[src/rtl/div_seq_ctrl.sv]
// div_seq_ctrl: iterative radix-2 restoring divider and its sequencing
// controller for RV32M DIV/DIVU/REM/REMU in the EX stage.
// Optional build macro: DIV_EARLY_OUT_EN (skip the iterations when the
// dividend magnitude is below the divisor magnitude).
module div_seq_ctrl #(
    parameter int XLEN  = 32,
    parameter int CNT_W = 5
) (
    input  logic            clk,
    input  logic            rst,
    input  logic            start,
    input  logic [1:0]      op,
    input  logic [XLEN-1:0] rs1_data,
    input  logic [XLEN-1:0] rs2_data,
    input  logic [4:0]      rd_addr_in,
    input  logic            flush,
    output logic            stall,
    output logic            busy,
    output logic            done,
    output logic [XLEN-1:0] result,
    output logic [4:0]      rd_addr_out
);

    typedef enum logic [1:0] {
        IDLE = 2'd0,
        CALC = 2'd1,
        DONE = 2'd2
    } state_t;

    localparam logic [XLEN-1:0] SIGN_MIN = {1'b1, {(XLEN-1){1'b0}}};

    state_t            state_reg;
    logic [CNT_W-1:0]  cnt_reg;
    logic [XLEN-1:0]   quo_reg;
    logic [XLEN:0]     rem_reg;
    logic [XLEN-1:0]   div_reg;
    logic              sel_rem_reg;
    logic              neg_q_reg;
    logic              neg_r_reg;
    logic [4:0]        rd_reg;
    logic              done_reg;
    logic [XLEN-1:0]   result_reg;
    logic [4:0]        rd_addr_out_reg;

    // Operand decode at accept time
    logic              is_signed;
    logic              a_neg;
    logic              b_neg;
    logic [XLEN-1:0]   a_mag;
    logic [XLEN-1:0]   b_mag;
    logic              div_zero;
    logic              sign_ovf;
    logic              early_out;
    logic              accept;

    assign is_signed = ~op[0];
    assign a_neg     = is_signed & rs1_data[XLEN-1];
    assign b_neg     = is_signed & rs2_data[XLEN-1];
    assign a_mag     = a_neg ? (~rs1_data + XLEN'(1)) : rs1_data;
    assign b_mag     = b_neg ? (~rs2_data + XLEN'(1)) : rs2_data;
    assign div_zero  = (rs2_data == '0);
    assign sign_ovf  = is_signed && (rs1_data == SIGN_MIN) && (rs2_data == '1);
    assign accept    = (state_reg == IDLE) && start && !flush;

`ifdef DIV_EARLY_OUT_EN
    // A nonzero divisor larger than the dividend yields quotient 0 directly.
    assign early_out = (a_mag < b_mag);
`else
    assign early_out = 1'b0;
`endif

    // One restoring step: {rem,quo} << 1, then conditional subtract.
    // The extra top bit lets the subtraction borrow serve as the compare.
    logic [XLEN+1:0]   shift_wide;
    logic [XLEN+1:0]   sub_wide;
    logic              ge;
    logic [XLEN:0]     rem_step;
    logic [XLEN-1:0]   quo_step;
    logic [XLEN-1:0]   quo_final;
    logic [XLEN-1:0]   rem_final;

    assign shift_wide = {rem_reg, quo_reg[XLEN-1]};
    assign sub_wide   = shift_wide - {2'b00, div_reg};
    assign ge         = ~sub_wide[XLEN+1];
    assign rem_step   = ge ? sub_wide[XLEN:0] : shift_wide[XLEN:0];
    assign quo_step   = {quo_reg[XLEN-2:0], ge};
    assign quo_final  = neg_q_reg ? (~quo_step + XLEN'(1)) : quo_step;
    assign rem_final  = neg_r_reg ? (~rem_step[XLEN-1:0] + XLEN'(1)) : rem_step[XLEN-1:0];

    // Pipeline freeze while accepting or iterating; released in DONE.
    assign stall       = accept || (state_reg == CALC);
    assign busy        = (state_reg != IDLE);
    assign done        = done_reg;
    assign result      = result_reg;
    assign rd_addr_out = rd_addr_out_reg;

    // Controller FSM together with the datapath registers
    always_ff @(posedge clk) begin
        if (rst) begin
            state_reg       <= IDLE;
            cnt_reg         <= '0;
            quo_reg         <= '0;
            rem_reg         <= '0;
            div_reg         <= '0;
            sel_rem_reg     <= 1'b0;
            neg_q_reg       <= 1'b0;
            neg_r_reg       <= 1'b0;
            rd_reg          <= '0;
            done_reg        <= 1'b0;
            result_reg      <= '0;
            rd_addr_out_reg <= '0;
        end else begin
            case (state_reg)
                IDLE: begin
                    done_reg <= 1'b0;
                    if (accept) begin
                        sel_rem_reg <= op[1];
                        rd_reg      <= rd_addr_in;
                        neg_q_reg   <= a_neg ^ b_neg;
                        neg_r_reg   <= a_neg;
                        quo_reg     <= a_mag;
                        rem_reg     <= '0;
                        div_reg     <= b_mag;
                        cnt_reg     <= CNT_W'(XLEN - 1);
                        if (div_zero) begin
                            state_reg       <= DONE;
                            done_reg        <= 1'b1;
                            result_reg      <= op[1] ? rs1_data : '1;
                            rd_addr_out_reg <= rd_addr_in;
                        end else if (sign_ovf) begin
                            state_reg       <= DONE;
                            done_reg        <= 1'b1;
                            result_reg      <= op[1] ? '0 : SIGN_MIN;
                            rd_addr_out_reg <= rd_addr_in;
                        end else if (early_out) begin
                            // Sign-corrected |dividend| is the dividend itself.
                            state_reg       <= DONE;
                            done_reg        <= 1'b1;
                            result_reg      <= op[1] ? rs1_data : '0;
                            rd_addr_out_reg <= rd_addr_in;
                        end else begin
                            state_reg <= CALC;
                        end
                    end
                end
                CALC: begin
                    if (flush) begin
                        state_reg <= IDLE;
                    end else begin
                        quo_reg <= quo_step;
                        rem_reg <= rem_step;
                        cnt_reg <= cnt_reg - CNT_W'(1);
                        if (cnt_reg == '0) begin
                            state_reg       <= DONE;
                            done_reg        <= 1'b1;
                            result_reg      <= sel_rem_reg ? rem_final : quo_final;
                            rd_addr_out_reg <= rd_reg;
                        end
                    end
                end
                DONE: begin
                    // start and flush are both ignored here
                    done_reg  <= 1'b0;
                    state_reg <= IDLE;
                end
                default: begin
                    done_reg  <= 1'b0;
                    state_reg <= IDLE;
                end
            endcase
        end
    end

endmodule

[config.mk]
export PLATFORM = sky130hd
export DESIGN_NAME = div_seq_ctrl
export DESIGN_NICKNAME = d
export VERILOG_FILES = /design/src/rtl/div_seq_ctrl.sv
export SDC_FILE = /design/constraint.sdc
export NUM_CORES = 1
export LEC_CHECK = 0
export CAP_MARGIN = 20
export CORE_MARGIN = 4
export CORE_UTILIZATION = 65
export DETAILED_ROUTE_END_ITERATION = 8
export DONT_BUFFER_PORTS = 1
export PLACE_DENSITY = 0.77
export SETUP_SLACK_MARGIN = 0.4
export SYNTH_ARGS = -nofsm -noshare
export SYNTH_HDL_FRONTEND = slang
export SYNTH_SLANG_ARGS = --single-unit
export TNS_END_PERCENT = 30
[constraint.sdc]
create_clock -name clk -period 6.3 [get_ports clk]
set_clock_uncertainty 0.05 [all_clocks]
set_input_delay 1.26 -clock clk [delete_from_list [all_inputs] [get_ports clk]]
set_output_delay 1.26 -clock clk [all_outputs]
set_load 0.005 [all_outputs]
After elaboration in Yosys (flattened, before gate mapping). Cells that the tools add are included.

Flip-flop bits (word level): 150. Output and inout port bits: 40.

Add/subtract/negate cells: 6. Equal/unequal tests: 8. Muxes and demuxes: 41. Bitwise logic cells: 9. Reductions and logical operators: 16.

Operators by type and width (number): two-way mux 32 bit (14); adder 32 x 1 -> 32 bit, second input constant (4); NOT 32 bit (4); one-hot mux 32 bit (2 select lines) (2); two-way mux 33 bit (3); one-hot mux 33 bit (2 select lines) (1); equality test 32 bit, second input constant (2); two-way mux 5 bit (7); subtractor 34 x 32 -> 34 bit (1); logical NOT 32 bit (1); one-hot mux 5 bit (2 select lines) (2); two-way mux 2 bit (5); AND reduction 2 bit (3); logical NOT 5 bit (1); two-way mux 1 bit (5); AND reduction 5 bit (1); subtractor 5 x 1 -> 5 bit, second input constant (1); logical AND 1 bit (4); != test 2 bit, second input constant (2); one-hot mux 2 bit (2 select lines) (1); nonzero test 2 bit (2); != test 3 x 2 -> 1 bit, second input constant (1); != test 3 bit, second input constant (1); AND reduction 3 bit (1); other kinds (9) (11).

Depth between registers and ports, before layout.
Depth in word-level cells: 9. Depth in mapped cells: 25. Depth with buffers taken out: 22.

Least setup slack after synthesis. No wires, ideal clock.

Kind: register to register. Start: reg rem_reg[25]. End: reg result_reg[30] (netlist: result[30]). Library setup time: 88 ps. Arrival time: 4576 ps. Setup slack: 1586 ps. Cell stages (with the launch flop): 24. Path buffers: 3. Path through: dfxtp_1 -> ha_1 -> buf_2 -> a21oi_2 -> o21ai_1 -> a2111oi_2 -> o21ai_1 -> nor3_2 -> nor2_8 -> inv_2 -> buf_4 -> buf_2 -> nor2_1 -> a21oi_1 -> ha_1 -> inv_1 -> or3_1 -> nor2_1 -> nand3_1 -> a21oi_1 -> a41oi_1 -> or3_4 -> o41a_1 -> a311oi_2.

Longest elaborated chain between the ends: 9. Elaborated cells on any way between the ends: 13.

Ends and longest elaborated chain: from (decl) (line 35) `logic [XLEN:0] rem_reg;`; from (signal assigned) (line 151) `rem_reg <= rem_step;`; subtractor 34 x 32 -> 34 bit (line 83) `assign sub_wide = shift_wide - {2'b00, div_reg};`; two-way mux 33 bit or NOT 1 bit (tied branches) (line 85, 84); NOT 32 bit, on equally long branches (line 88, 87); adder 32 x 1 -> 32 bit, on equally long branches (line 88, 87); two-way mux 32 bit, on equally long branches (line 88, 87); two-way mux 32 bit * (line 156) `result_reg <= sel_rem_reg ? rem_final : quo_final;`; two-way mux 32 bit * (line 153) `if (cnt_reg == '0) begin`; two-way mux 32 bit * (line 147) `if (flush) begin`; one-hot mux 32 bit (2 select lines) * (line 113) `case (state_reg)`; to (signal assigned) (line 128) `result_reg <= op[1] ? rs1_data : '1;`; to (signal assigned) (line 133) `result_reg <= op[1] ? '0 : SIGN_MIN;`; to (signal assigned) (line 156); to (decl) (line 42) `logic [XLEN-1:0] result_reg;`.

Mark *: on every way between the ends. The rest lies on a longest branch, timed or not. The select of a mux whose other input is x is not followed. A chain may end at the register's enable or synchronous reset.

Worst setup path in the final report.
Start: reg div_reg[20]. End: reg result_reg[12] (netlist: result[12]).

Longest elaborated chain between the ends: 9. Elaborated cells on any way between the ends: 13.

Ends and longest elaborated chain: from (decl) (line 36) `logic [XLEN-1:0] div_reg;`; from (signal assigned) (line 123) `div_reg <= b_mag;`; subtractor 34 x 32 -> 34 bit * (line 83); two-way mux 33 bit or NOT 1 bit (tied branches) (line 85, 84); NOT 32 bit, on equally long branches (line 88, 87); adder 32 x 1 -> 32 bit, on equally long branches (line 88, 87); two-way mux 32 bit, on equally long branches (line 88, 87); two-way mux 32 bit * (line 156); two-way mux 32 bit * (line 153); two-way mux 32 bit * (line 147); one-hot mux 32 bit (2 select lines) * (line 113).

Marked as above.

==> results.toml <==
[layout]
drive_above_1_share_pct = 7.95
seq_area_um2 = 3000
multi_input_area_um2 = 8430
fin_area_um2 = 12700
num-nets-final = 1661
area_growth_pct = 4.94
largest_register_ffs = 33
fin_cells = 1788
antenna_cells = 0
n_fill_cell = 1543
finish.utilization_pct = 70.0

[floorplan]
io_pins = 115
start_util_pct = 66.7
coreArea_um2 = 18100
die_w_um = 144
dieArea_um2 = 20900
row_count = 49
die_y_um = 144

[global_routing]
overflow = 0
grt_usage_pct = 37.5
grt_pass1_vias = 11200
grt_max_degree = 152
antenna_found_initial = 0
grt_pass1_wl_um = 61200

[placement]
numPortBuffers = 0
place.gp.congestion = 1.01
dp_cells = 1755
placedInstanceArea_um2 = 12100
dp_hpwl_um = 29600

[power]
power.density_nw_per_um2 = 232
vdd_ir_drop_max_mv = 0.202
p_leak_nw = 4.63

[synthesis]
synth_largest_area_cell = "dfxtp_1"
syn_area_per_cell_um2 = 7.49
synth_area_um2 = 12100
synth_top_area_share_pct = 24.8
yosysWarnings = 0
synth_most_common_cell = "nor2_1"
synth_ff_type = "dfxtp_1"
synthCells = 1617
syn_nets = 1732
synth-seq-area-share_pct = 24.8
ys_ff_latch = 150
synth-edff-count = 0
synthTopCellsByCount = "194 x nor2_1, 158 x nand2_1, 156 x a21oi_1"
async_flop_share_pct = 0
synth_area_leaders = "dfxtp_1 25%, a21oi_1 6.4%, nor2_1 6.0%"
synth.distinct_cells = 100

[timing]
slew_headroom_pct = 32.3
rsz0062_at_grt = "false"
holdWs_ns = 0.409
slew_viol_final = 0
worstMarginPinSlew_ns = 1.02
hold_viol = 0
fin_crit_ns = 5.34
period_share_pct = 84.8
clock.fmax_mhz = 187
fin_tns_setup_ns = 0
setup_viol = 0

[route]
vias = 12400
via_per_inst = 6.93
detail-route-antenna-nets = 0
first_pass_iters = 6
wl_per_cell_um = 22.3
drcViolationCount = 0
drtIter0Drc = 1472
wl_um = 39800

[worst_hold_path]
hold_class = "reg -> reg"

[cts]
cts_buffers = 17
clk_latency_ns = 0.45
cts.sinks = 150
cts_hold_buf = 0
cts.root.buffer_cell = "clkbuf_16"
cts_tree = "yes"
cts_buffer_depth = 2
htree_levels = 4
cts_resized = 0
post_cts_buffers = 0
cts.reportedPaths.clkPinSlew_ns = 0.07

[critical_path]
worst-setup-path-type = "reg -> reg"
cp.arrival_ns = 5.65
critPathMaxFanout = 16
start_kind = "flip-flop"
cp_data_required_time_ns = 6.61
endpoint_kind = "flip-flop"

[status]
status = "finished clean"

[job]
cap_violations = 0
power breakdown:
part / leakage [nW] / switching, mW / internal [mW]
Sequential: 1.22 / 0.0507 / 0.999
Combinational: 3.11 / 0.538 / 0.292
Clock: 0.293 / 0.494 / 0.570
per-stage QoR:
stage	setup slack, ns	power [mW]
2_1_floorplan	1.59	1.69
5_1_grt	0.627	3.06
3_5_place_dp	1.14	1.87
3_3_place_gp	1.30	1.86
6_report	0.956	2.94
4_1_cts	1.07	2.91
layout make-up:
class | instances | share of cell area, %
tap | 229 | 2.25
sequential | 150 | 23.6
timing repair buffer | 16 | 1.10
clock buffer | 17 | 3.35
clock inverter | 15 | 1.39
inverter | 65 | 1.92
multi-input combinational | 1296 | 66.4
final timing paths:
check / start / endpoint / slack (ns) / cells past startpoint
setup / recovery: div_reg[20]$_SDFFE_PP0P_ / result[12]$_SDFFE_PP0P_ / 0.96 / 20
hold / removal: rd_reg[1]$_SDFFE_PP0P_ / rd_reg[1]$_SDFFE_PP0P_ / 0.41 / 2
setup reg to reg: div_reg[20]$_SDFFE_PP0P_ / result[12]$_SDFFE_PP0P_ / 0.96 / 20
hold reg to reg: rd_reg[1]$_SDFFE_PP0P_ / rd_reg[1]$_SDFFE_PP0P_ / 0.41 / 2
routing by layer:
metal,track usage (%),up-vias,routed length [µm],part of all wire (%)
met5,0,-,0,0
li1,-,5787,-,-
met2,56.4,727,17200,43
met3,10.8,111,4820,12
met4,12.8,0,1420,3.6
met1,51.5,5767,16400,41
layout by cell type, fill, tap and decap left out, types with 16 or more instances in the layout:
| cell | n |
|---|---|
| nor2_1 | 192 |
| nand2_1 | 158 |
| a21oi_1 | 156 |
| dfxtp_1 | 150 |
| o21ai_0 | 87 |
| xnor2_1 | 69 |
| inv_1 | 64 |
| xor2_1 | 59 |
| a211oi_1 | 42 |
| a22oi_1 | 39 |
| ha_1 | 39 |
| nor3_1 | 32 |
| mux2i_1 | 23 |
| o31ai_1 | 23 |
| or3_1 | 21 |
| nand4_1 | 20 |
| o211ai_1 | 20 |
| a311oi_1 | 20 |
| nand3_1 | 19 |
| nor4_1 | 17 |
| clkbuf_16 | 17 |
| a21o_1 | 16 |
| a31oi_1 | 16 |
critical path: stages, from the launching register on:
cell       delay [ns]
dfxtp_1          0.33
inv_1            0.05
ha_1             0.45
nand2_1          0.18
o21ai_1          0.34
a21oi_1          0.15
o21ai_1          0.39
o21a_2           0.43
nor2_8           0.07
inv_2            0.23
nor2_1           0.07
a21oi_1          0.24
ha_1             0.24
inv_1            0.10
or3_1            0.38
nor2_1           0.17
mux2i_1          0.20
o2111a_1         0.30
a2111oi_0        0.55
nor2_1           0.15
nor3_1           0.20
cell families (layout without fill, tap and decap cells):
kind of cell,after synthesis,after routing,synth area share [%]
flops,150,150,24.8
simple gates,556,556,22.4
mux,31,31,2.82
fa+ha+maj,40,40,4.20
buf+inv,171,113,5.76
compound gates,541,541,30.8
xor+xnor,128,128,9.26
Note: power is estimated with default switching activity, not from simulation.
